[src/rtl/dmem_access_unit.sv]
// Data-memory access sequencer: turns a MEM-stage load/store into one req/ack bus
// transaction and stalls the pipeline until it completes. Optional abort: MEM_TIMEOUT_EN.
module dmem_access_unit #(
    parameter int ADDR_W         = 32,
    parameter int DATA_W         = 32,
    parameter int TIMEOUT_CYCLES = 16
) (
    input  logic              clk,
    input  logic              rst,
    input  logic              mem_read,
    input  logic              mem_write,
    input  logic [ADDR_W-1:0] addr,
    input  logic [DATA_W-1:0] wdata,
    output logic              stall,
    output logic [DATA_W-1:0] rdata,
    output logic              rdata_valid,
    output logic              misalign_err,
    output logic              timeout_err,
    output logic              bus_req,
    output logic              bus_we,
    output logic [ADDR_W-1:0] bus_addr,
    output logic [DATA_W-1:0] bus_wdata,
    input  logic              bus_ack,
    input  logic [DATA_W-1:0] bus_rdata
);

    typedef enum logic [1:0] {IDLE, REQ, RESP} state_t;

    state_t state, state_nx;
    logic   acc, aligned, start, to_abort, timed_out;

    assign acc     = mem_read | mem_write;
    assign aligned = (addr[1:0] == 2'b00);

    always_ff @(posedge clk or posedge rst) begin
        if (rst) state <= IDLE;
        else     state <= state_nx;
    end

    always_comb begin
        state_nx     = state;
        start        = 1'b0;
        stall        = 1'b0;
        misalign_err = 1'b0;
        bus_req      = 1'b0;
        rdata_valid  = 1'b0;
        case (state)
            IDLE: begin
                if (acc) begin
                    if (aligned) begin
                        start    = 1'b1;
                        stall    = 1'b1;
                        state_nx = REQ;
                    end else begin
                        misalign_err = 1'b1;
                    end
                end
            end
            REQ: begin
                bus_req = 1'b1;
                stall   = 1'b1;
                // ack wins over an expiring timeout in the same cycle
                if (bus_ack || to_abort) state_nx = RESP;
            end
            RESP: begin
                rdata_valid = ~bus_we & ~timed_out;
                state_nx    = IDLE;
            end
            default: state_nx = IDLE;
        endcase
        // the pipeline must not see a stall or error while held in reset
        if (rst) begin
            stall        = 1'b0;
            misalign_err = 1'b0;
        end
    end

    always_ff @(posedge clk or posedge rst) begin
        if (rst) begin
            bus_addr  <= '0;
            bus_wdata <= '0;
            bus_we    <= 1'b0;
            rdata     <= '0;
        end else begin
            if (start) begin
                bus_addr  <= addr;
                bus_wdata <= wdata;
                bus_we    <= mem_write;
            end
            if (state == REQ && bus_ack && !bus_we) rdata <= bus_rdata;
        end
    end

`ifdef MEM_TIMEOUT_EN
    localparam int CW = $clog2(TIMEOUT_CYCLES + 1);

    logic [CW-1:0] cnt;
    logic          to_flag;

    assign to_abort    = (cnt == CW'(TIMEOUT_CYCLES - 1));
    assign timed_out   = to_flag;
    assign timeout_err = (state == RESP) & to_flag;

    always_ff @(posedge clk or posedge rst) begin
        if (rst) begin
            cnt     <= '0;
            to_flag <= 1'b0;
        end else if (start) begin
            cnt     <= '0;
            to_flag <= 1'b0;
        end else if (state == REQ) begin
            cnt     <= cnt + CW'(1);
            to_flag <= to_abort & ~bus_ack;
        end
    end
`else
    assign to_abort    = 1'b0;
    assign timed_out   = 1'b0;
    assign timeout_err = 1'b0;
`endif

endmodule

[config.mk]
export PLATFORM = sky130hd
export DESIGN_NAME = dmem_access_unit
export DESIGN_NICKNAME = d
export VERILOG_FILES = /design/src/rtl/dmem_access_unit.sv
export SDC_FILE = /design/constraint.sdc
export NUM_CORES = 1
export LEC_CHECK = 0
export ABC_AREA = 1
export ABC_CLOCK_PERIOD_IN_PS = 3910
export CAP_MARGIN = 40
export CORE_MARGIN = 4
export CORE_UTILIZATION = 25
export CTS_CLUSTER_SIZE = 28
export DETAILED_ROUTE_END_ITERATION = 16
export PLACE_DENSITY = 0.66
export SYNTH_ARGS = -nofsm -noshare
export SYNTH_HDL_FRONTEND = slang
export SYNTH_SLANG_ARGS = --single-unit
[constraint.sdc]
create_clock -name clk -period 3.91 [get_ports clk]
set_input_delay 0.391 -clock clk [delete_from_list [all_inputs] [get_ports clk]]
set_output_delay 0.391 -clock clk [all_outputs]
set_load 0.01 [all_outputs]
==> results.md <==
- The post-cts hold buffer count is 0.
- After synthesis the netlist holds a flip-flop and latch count of 99.
- The number of antenna repair diodes is 0.
- In this run the tool buffered the top-level ports with between 200 and 250 buffer cells.
- Across the routed clock network, the largest skew measured is 0.00591 ns.
- Of the total power, the share spent switching nets is 0.309.
- Data on the critical path is required at its endpoint by 3.52 ns.
- At the pin with the least slew margin, the transition time is just over 0.7 ns.
- The standby leakage power is between 0.003 and 0.004 µW.
- The mean post-synth cell area is ~9 µm².
- The worst reg-to-reg path cell count is 4.
- In this run the deepest clock path goes through 2 buffers.
- The site row count is 46.
- The global routing usage summed across all routing layers is 0.141.
- Of the cells placed in the final design, the portion with a size suffix greater than 1 is 0.0521.
- By area the synthesized netlist is led by sky130_fd_sc_hd__dfrtp_1 (60%), sky130_fd_sc_hd__nand2_1 (18%), sky130_fd_sc_hd__nand4_1 (9.6%).
- The area overhead of the layout relative to synthesis is 60.0%.
- After clock tree synthesis, the clock-pin slew on the worst setup and hold paths is 0.07 ns.
- During synthesis, Yosys emitted a total of 0 warnings.
- The master of the slowest instance on the critical path is sky130_fd_sc_hd__clkdlybuf4s50_1.
- The path with the worst hold slack has its endpoint at rdata[12].
- The total nets after synthesis is between 500 and 600.
- The routability-driven placement congestion ratio is 0.718.
- The full die area is approximately 19000 µm².
- The CTS sink count is 99.
- In the final routed layout, each cell accounts on average for 15.5 µm.
- The part of the total power dissipated in sequential elements is 0.390.
- The leading register cell type out of synthesis is sky130_fd_sc_hd__dfrtp_1.
- In this run the critical register-to-register path is launched from state[0].
- The time the final worst path needs with I/O delays and setup is approximately 2.7 ns.
- The number of global-route vias before repair is 3684.
- Summed over all layers, the routed wires come to between 10000 and 15000 µm.
- For this run the aggregate overflow at the end of global routing stands at 0.
- Setup slack on the worst reg-to-reg path comes out at 2.19 ns.
- Clock tree synthesis selected as its root buffer the cell sky130_fd_sc_hd__clkbuf_16.
- The synthesized cell area is between 4000 and 5000 µm².
- sky130_fd_sc_hd__nand2_1 is the most common cell in the netlist.
- The number of top-level pins is 203.
- The DRC violations left is 0.
- After the first detailed-routing iteration, the DRC count stood at about 170.
- Setup violations remaining at the end of the flow were counted as 0.
- The share of the clock period used by the worst path is 0.681.
- The highest clock frequency the design can meet is approximately 380 MHz.
- STA classifies the critical path startpoint as a flop.
- After legalization and detailed placement, the total HPWL measured approximately 9000 µm.
- sky130_fd_sc_hd__dfrtp_1 takes more of the synthesized area than any other cell.
- The initial utilization of the core area, before any placement, comes to 0.257.
- Dividing total power by cell area gives a power density of between 500 and 600 nW/µm².
- The max-slew violation total from the final report is 0.
- Summed over all nets, the switching power comes to between 1000 and 1500 µW.
- In the final layout, the multi-input gates occupy approximately 1400 µm².
- The highest net fanout along the worst path is 17.
- The number of iterations in the first detailed-routing pass is 4.
- Traced cell by cell, the critical path runs through nor2_4, nand2_1, nor3_1, clkdlybuf4s50_1.
- The flow ran to the end, and the final reports show no timing, DRC or antenna violations.
- The number of enable-type register cells in the synthesized netlist is 0.
- The instance count along the most critical hold path is 2.
- The maximum number of pins on one net before global-route repair is 67.
- The number of vias after detailed routing is about 3800.
- Of the synthesized area, sequential elements account for 0.602.
- In this run the number of cells on the critical path is 4.
- The arrival time reported for the critical path endpoint is approximately 2.3 ns.
- The total power after layout is between 3000 and 4000 µW.
- The endpoint of the worst register-to-register path is bus_addr[11].
- The hold violation total from the final report is 0.
- The share of total power dissipated in combinational logic is 0.356.
- The final total negative setup slack is 0 ns.
- The die height is roughly 140 µm.
- In this design, the largest share of critical-path delay is due to simple AND/OR/NAND/NOR gates.
- In the routed layout, each cell is associated on average with a via count of between 4 and 5.
- The total of fill cells in the finished design is 1629.
- The final antenna-violating net count is 0.
- Buffers inserted during clock tree synthesis total 9.
- The initial antenna violation count came to 0.
- The net count of the finished layout is approximately 730.
- The commonest cells after synthesis are sky130_fd_sc_hd__nand2_1 (194), sky130_fd_sc_hd__dfrtp_1 (99), sky130_fd_sc_hd__nand4_1 (63).
- The share of power burned in the clock network is 0.253.
- The type of element capturing the critical path is an output pin.
- Across the run, the number of max-cap violations was 0.
- The tightest min-delay check is of the flop to flop type.
- The number of distinct standard cells referenced by the synthesized netlist is 19.
- The number of buffers and inverters on the critical path is 1.
- The internal portion of the total power is approximately 2700 µW.
- The footprint of the flip-flops and latches is around 2500 µm².
- Setup repair after global routing left no endpoint under its margin.
- After floorplanning, the core was sized to cover about 16000 µm².
- The instance count of the mapped netlist is roughly 450.
- The worst voltage drop across the vdd grid is 236 µV.
- The H-tree generated during clock tree synthesis spans 3 levels.
- The headroom to the max-slew limit is 0.528.
- The share of synthesized area in the top cell type comes to 0.602.
- The number of post-CTS setup repair buffers is 0.
- The share of synthesized registers carrying an async set or reset is 1.00.
- At the later pin of the worst-skew pair, clock insertion delay measures roughly 0.34 ns.
- The peak per-stage delay on the critical path is between 0.6 and 0.7 ns.
- The global-route wire length before repair is ~20000 µm.
- In this run the most critical hold path is launched from rdata[12].
- The CTS tree is built.
- The number of gates resized after cts is 0.
- The type of the worst setup path is flop to output pin.
- From left edge to right edge, the die measures roughly 140 µm.
through the flow:
step	util	setup slack, ns	hold slack (ns)	cell area (µm²)	cells
after floorplan	-	0.929	0.500	4120	446
after global placement	0.389	1.28	0.453	6230	832
after detailed placement	0.391	1.30	0.458	6260	833
after CTS	0.412	1.23	0.475	6590	849
after global routing	0.412	1.12	0.492	6590	849
final	0.412	1.25	0.471	6590	849
cells in the final DEF (no fill, tap or decap):
master | netlist | routed
sky130_fd_sc_hd__nor3_1 | 2 | 2
sky130_fd_sc_hd__buf_4 | 7 | 7
sky130_fd_sc_hd__a21oi_2 | 1 | 1
sky130_fd_sc_hd__clkbuf_8 | 0 | 1
sky130_fd_sc_hd__nor2_8 | 1 | 1
sky130_fd_sc_hd__clkinvlp_4 | 0 | 2
sky130_fd_sc_hd__buf_16 | 0 | 1
sky130_fd_sc_hd__nand3_2 | 1 | 1
sky130_fd_sc_hd__dfrtp_1 | 99 | 99
sky130_fd_sc_hd__clkbuf_16 | 0 | 9
sky130_fd_sc_hd__nand2_2 | 1 | 2
sky130_fd_sc_hd__inv_4 | 0 | 1
sky130_fd_sc_hd__nand3_1 | 32 | 32
sky130_fd_sc_hd__nand2_1 | 194 | 193
sky130_fd_sc_hd__inv_1 | 9 | 8
sky130_fd_sc_hd__o21ai_0 | 1 | 1
sky130_fd_sc_hd__nand4_1 | 63 | 63
sky130_fd_sc_hd__conb_1 | 1 | 1
sky130_fd_sc_hd__clkinv_2 | 0 | 1
sky130_fd_sc_hd__nand2_4 | 1 | 1
sky130_fd_sc_hd__nor2_4 | 0 | 2
sky130_fd_sc_hd__bufinv_16 | 0 | 2
sky130_fd_sc_hd__clkinv_4 | 0 | 1
sky130_fd_sc_hd__clkdlybuf4s50_1 | 0 | 201
per-layer routing:
metal | track usage | share of wire | wire length (µm)
met5 | 0 | 0 | 0
met4 | 0.0638 | 0.027 | 350
met3 | 0.0381 | 0.074 | 979
met2 | 0.212 | 0.45 | 5980
met1 | 0.191 | 0.45 | 5870
power groups by stage:
stage,sequential [µW],combinational [µW],clock [µW]
after floorplan,1660,386,0
after global placement,1520,1390,0
after detailed placement,1520,1400,0
after CTS,1510,1400,1010
after global routing,1550,1500,1070
final,1510,1380,978
cell type report:
class | instances | share of cell area
multi-input cells | 300 | 0.210
clock inverters | 6 | 0.0135
repair buffers | 209 | 0.318
flip-flops and latches | 99 | 0.376
clock buffers | 10 | 0.0363
inverters | 9 | 0.00551
well taps | 216 | 0.0410
worst max path at each step:
stage / slack, ns / endpoint / start
CTS: 1.23 / misalign_err / state[0]
floorplan: 0.93 / bus_addr[0] / rst
finish: 1.25 / misalign_err / state[0]
global placement: 1.28 / misalign_err / mem_write
global route: 1.12 / misalign_err / state[0]
detailed placement: 1.30 / misalign_err / mem_write
sequential cells by signal, indices dropped and copies added (netlist names):
| name | cells |
|---|---|
| bus_addr | 32 |
| bus_wdata | 32 |
| bus_we | 1 |
| rdata | 32 |
| state | 2 |
cell families (layout without fill, tap and decap cells):
kind of cell / after synthesis / count (layout) / share of synthesized area
other: 1 / 1 / 0.000911
AO/OA/AOI/OAI: 2 / 2 / 0.00334
flip-flops: 99 / 99 / 0.602
AND/OR/NAND/NOR: 297 / 297 / 0.328
buffers and inverters: 47 / 234 / 0.0662
worst register-to-register path, delay by kind of cell (launching register included):
kind / cells / cell delay, ns
flip-flops: 1 / 0.43
AND/OR/NAND/NOR: 3 / 0.67
buffers and inverters: 1 / 0.55
Note: power is estimated with default switching activity, not from simulation.
